`src/rtl/fifo_ctrl_1r1w.sv`:
```
// rtl/fifo_ctrl_1r1w.sv - single-clock ready/valid FIFO controller for an external 1R1W RAM
//
// Sequences a RAM with synchronous write and asynchronous read as a queue.
// Owns the read/write pointers, the full/empty flags and the occupancy count.
// There is no fall-through: a word written at edge N appears on data_o after N.
//
// Ports:
//   clk_i           clock, all state updates on posedge
//   reset_i         synchronous active-high reset, empties the queue
//   flush_i         synchronous clear of queue contents (below reset in priority)
//   valid_i/data_i  producer side, handshake with ready_o
//   ready_o         !full, state-only
//   valid_o/data_o  consumer side, handshake with ready_i; data_o is ram_rd_data_i
//   ready_i         consumer takes the head word
//   count_o         occupancy 0..depth_p
//   ram_wr_*        RAM write port (enable, address, data)
//   ram_rd_addr_o   RAM read address (head of queue)
//   ram_rd_data_i   RAM asynchronous read data

module fifo_ctrl_1r1w #(
    parameter int width_p = 8,
    parameter int depth_p = 8
) (
    input  logic                       clk_i,
    input  logic                       reset_i,
    input  logic                       flush_i,
    input  logic                       valid_i,
    input  logic [width_p-1:0]         data_i,
    output logic                       ready_o,
    output logic                       valid_o,
    output logic [width_p-1:0]         data_o,
    input  logic                       ready_i,
    output logic [$clog2(depth_p):0]   count_o,
    output logic                       ram_wr_valid_o,
    output logic [$clog2(depth_p)-1:0] ram_wr_addr_o,
    output logic [width_p-1:0]         ram_wr_data_o,
    output logic [$clog2(depth_p)-1:0] ram_rd_addr_o,
    input  logic [width_p-1:0]         ram_rd_data_i
);

    localparam int addr_w_lp = $clog2(depth_p);
    localparam int ptr_w_lp  = addr_w_lp + 1;
    localparam logic [ptr_w_lp-1:0] ptr_one_lp = ptr_w_lp'(1);

    // Pointers carry one extra wrap bit so full and empty are distinguishable
    // when the address bits coincide.
    logic [ptr_w_lp-1:0] wr_ptr_q, wr_ptr_d;
    logic [ptr_w_lp-1:0] rd_ptr_q, rd_ptr_d;
    logic                empty;
    logic                full;
    logic                push;
    logic                pop;

    assign empty = (wr_ptr_q == rd_ptr_q);
    assign full  = (wr_ptr_q[addr_w_lp-1:0] == rd_ptr_q[addr_w_lp-1:0])
                && (wr_ptr_q[addr_w_lp] != rd_ptr_q[addr_w_lp]);

    // Flags come from registered state only, so no input-to-handshake path.
    assign ready_o = ~full;
    assign valid_o = ~empty;

    assign push = valid_i & ready_o & ~reset_i & ~flush_i;
    assign pop  = valid_o & ready_i & ~reset_i & ~flush_i;

    assign count_o = wr_ptr_q - rd_ptr_q;

    assign ram_wr_valid_o = push;
    assign ram_wr_addr_o  = wr_ptr_q[addr_w_lp-1:0];
    assign ram_wr_data_o  = data_i;
    assign ram_rd_addr_o  = rd_ptr_q[addr_w_lp-1:0];
    assign data_o         = ram_rd_data_i;

    always_comb begin
        wr_ptr_d = wr_ptr_q;
        rd_ptr_d = rd_ptr_q;
        if (flush_i) begin
            // Catching the read pointer up discards every stored word.
            rd_ptr_d = wr_ptr_q;
        end else begin
            if (push) begin
                wr_ptr_d = wr_ptr_q + ptr_one_lp;
            end
            if (pop) begin
                rd_ptr_d = rd_ptr_q + ptr_one_lp;
            end
        end
    end

    always_ff @(posedge clk_i) begin
        if (reset_i) begin
            wr_ptr_q <= '0;
            rd_ptr_q <= '0;
        end else begin
            wr_ptr_q <= wr_ptr_d;
            rd_ptr_q <= rd_ptr_d;
        end
    end

endmodule

```
`config.mk`:
```
export PLATFORM = sky130hd
export DESIGN_NAME = fifo_ctrl_1r1w
export DESIGN_NICKNAME = d
export VERILOG_FILES = /design/src/rtl/fifo_ctrl_1r1w.sv
export SDC_FILE = /design/constraint.sdc
export NUM_CORES = 1
export LEC_CHECK = 0
export ABC_AREA = 1
export ABC_CLOCK_PERIOD_IN_PS = 1800
export BUFFER_PORTS_ARGS = -buffer_cell sky130_fd_sc_hd__buf_2
export CORE_AREA = 8 8 53 55
export CTS_CLUSTER_DIAMETER = 100
export DETAILED_ROUTE_END_ITERATION = 8
export DIE_AREA = 0 0 61 63
export PLACE_DENSITY_LB_ADDON = 0.2
export SYNTH_ARGS = -nofsm -noshare
export SYNTH_HDL_FRONTEND = slang
export SYNTH_SLANG_ARGS = --single-unit
```
`constraint.sdc`:
```
create_clock -name clk_i -period 1.8 [get_ports clk_i]
set_input_delay 0 -clock clk_i [delete_from_list [all_inputs] [get_ports clk_i]]
set_output_delay 0 -clock clk_i [all_outputs]
set_load 0.03 [all_outputs]
```
==> metrics.cfg <==
[sta]
post-route-period-util = 0.9104
hold_viol = 0
fmax_mhz = 610.2
worstMarginPinSlew_ns = 0.2756
finalSetupViolCount = 0
finalSetupTns_ns = 0
maxSlewViolCount = 0
rsz0062_at_grt = false
clock_skew_ns = 0.003545
fin_hold_ws_ns = 0.00001321
min_period_ns = 1.639
max_slew_margin = 0.8160

[drt]
top_layer_used = met4
wl_met2_um = 675
routed_wl_um = 1605
drt-met1-wl_um = 701
drc = 0
vias = 615
wl_met3_um = 152
wire_per_inst_um = 11.89
viasPerCell = 4.556
drtIter0Drc = 13
first_pass_iters = 4
drtAntennaViolNets = 0

[setup_path]
cp.arrival_ns = 1.64
worstSetupEndpointType = output port
critical_path_required_ns = 1.80
cp_max_fo = 7
crit_path_start_kind = flip-flop
critPathKind = flip-flop to output port

[clocking]
htree_levels = 1
clockBufferDepth = 2
clkTransAtPathRegs_ns = 0.05
cts_root_buf = clkbuf_4
cts_tree = done
cts_buffers = 3
postCtsSetupBuffers = 0
clock_sinks = 8
clk-insertion-delay-late_ns = 0.26
cts_hold_buf = 0

[synth]
ys_types = 23
synth_top_cell_by_area = buf_4
synth_nets = 134
yosys-top-cells-area = buf_4 (21%), dfxtp_1 (20%), nand2_1 (8.1%)
synth-seq-cells = 8
synthCells = 107
yosys_warnings = 0
netlist_area_um2 = 784.5
syn_avg_cell_area_um2 = 7.332
netlist.area_leader.share = 0.2105
yosysSeqAreaShare = 0.2041

[pwr]
power_density_nw_per_um2 = 614.2
static-leakage-power_uw = 0.0003900
finalPower_uw = 483.4
ir_drop_mv = 0.2401

[place]
hpwl_um = 1318
portBuffers = 17
place.gp.congestion = 0.7691
dp_cells = 132

[grt]
grt_pass1_wl_um = 2608
grt_antenna_before_repair = 0
grt_pass1_vias = 552
grt_usage = 0.09076
gr-total-overflow = 0
grt_max_degree = 10

[final_layout]
layout.nets = 136
fill_cells = 247
diodes = 0
most-common-layout-cells = nand2_1 (17), buf_2 (17), inv_1 (9), nand3_1 (9), dfxtp_1 (7)
synthToLayoutAreaGrowth_pct = 0.3191
layoutNonFillerInstCount = 135
layout-drive-gt1-share = 0.3645

[die]
dieArea_um2 = 3843
rows = 17
ios = 50
core_um2 = 2063
start_util = 0.3802
die_y_um = 63
die_w_um = 61

[run_status]
outcome = finished, final reports clean

[worst_hold_path]
hold_class = primary input to output port

[run]
maxCapViolCount = 0

-- flip-flops by register name, summed over array words and instances (netlist names) --
name / flops
wr_ptr_q: 4
rd_ptr_q: 4
-- metal layers --
metal	global-route usage	up-vias
li1	-	320
met1	0.1065	260
met2	0.1164	22
met3	0.02881	13
met4	0.09913	0
met5	0	-
-- Yosys cell counts --
master and number:
a21oi_1 6, a21oi_2 1, buf_4 22, buf_6 1
dfxtp_1 8, fa_1 1, ha_1 5, inv_1 9
inv_2 3, nand2_1 17, nand2_2 4, nand2_4 2
nand3_1 9, nand3_2 1, nand4_1 1, nor2_1 5
nor2_4 1, nor3b_2 1, o21ai_0 4, o21ai_1 1
or2_2 1, xnor2_1 1, xor2_1 3
-- logic make-up (layout without fill, tap and decap cells) --
kind of cell             Yosys count  in the layout  synth area share
AND/OR/NAND/NOR                   42             42            0.2823
buffers and inverters             35             35            0.2823
AO/OA/AOI/OAI                     12             12           0.08134
flip-flops                         8              8            0.2041
adder cells (fa/ha/maj)            6              6            0.1053
XOR/XNOR                           4              4           0.04467
-- path summary, 6_finish.rpt --
kind | from | end | slack, ns | cells past startpoint
setup / recovery | rd_ptr_q[2] | ram_wr_valid_o | 0.16 | 8
hold / removal | data_i[4] | ram_wr_data_o[4] | 0.00001 | 0
setup reg to reg | rd_ptr_q[2] | wr_ptr_q[3] | 0.36 | 9
hold reg to reg | rd_ptr_q[2] | rd_ptr_q[2] | 0.52 | 2
-- through the flow --
stage	setup WS [ns]	instance area (µm²)	util
2_1_floorplan	0.05150	784.5	-
3_3_place_gp	0.2718	750.7	0.3639
3_5_place_dp	0.2658	750.7	0.3639
4_1_cts	0.02788	773.2	0.3748
5_1_grt	0.03833	787.0	0.3814
6_report	0.1613	787.0	0.3814
-- power by group --
part | switching (µW) | internal [µW]
sequential | 6.74 | 182
clock | 65.9 | 76.6
combinational | 104 | 47.9
-- repair_timing --
action	in CTS	in global routing
resized for setup	0	3
hold endpoints to repair	0	0
endpoints found under the setup margin	0	2
-- layout make-up --
type / instances / area, µm² / share of cell area
timing repair buffer: 20 / 107.6 / 0.1367
inverter: 12 / 45.04 / 0.05723
multi-input combinational: 64 / 415.4 / 0.5278
clock buffer: 3 / 22.52 / 0.02862
sequential: 8 / 161.4 / 0.2051
tap: 28 / 35.03 / 0.04452
-- critical path, cell delays in order, from the launching register on --
cell and delay, ns:
dfxtp_2 0.37, inv_1 0.08, ha_4 0.28, nand2_1 0.09, nor2_4 0.11, nand3_2 0.10
nand2_2 0.11, inv_2 0.06, buf_2 0.17
No activity file was read; power rests on OpenSTA's default activity.
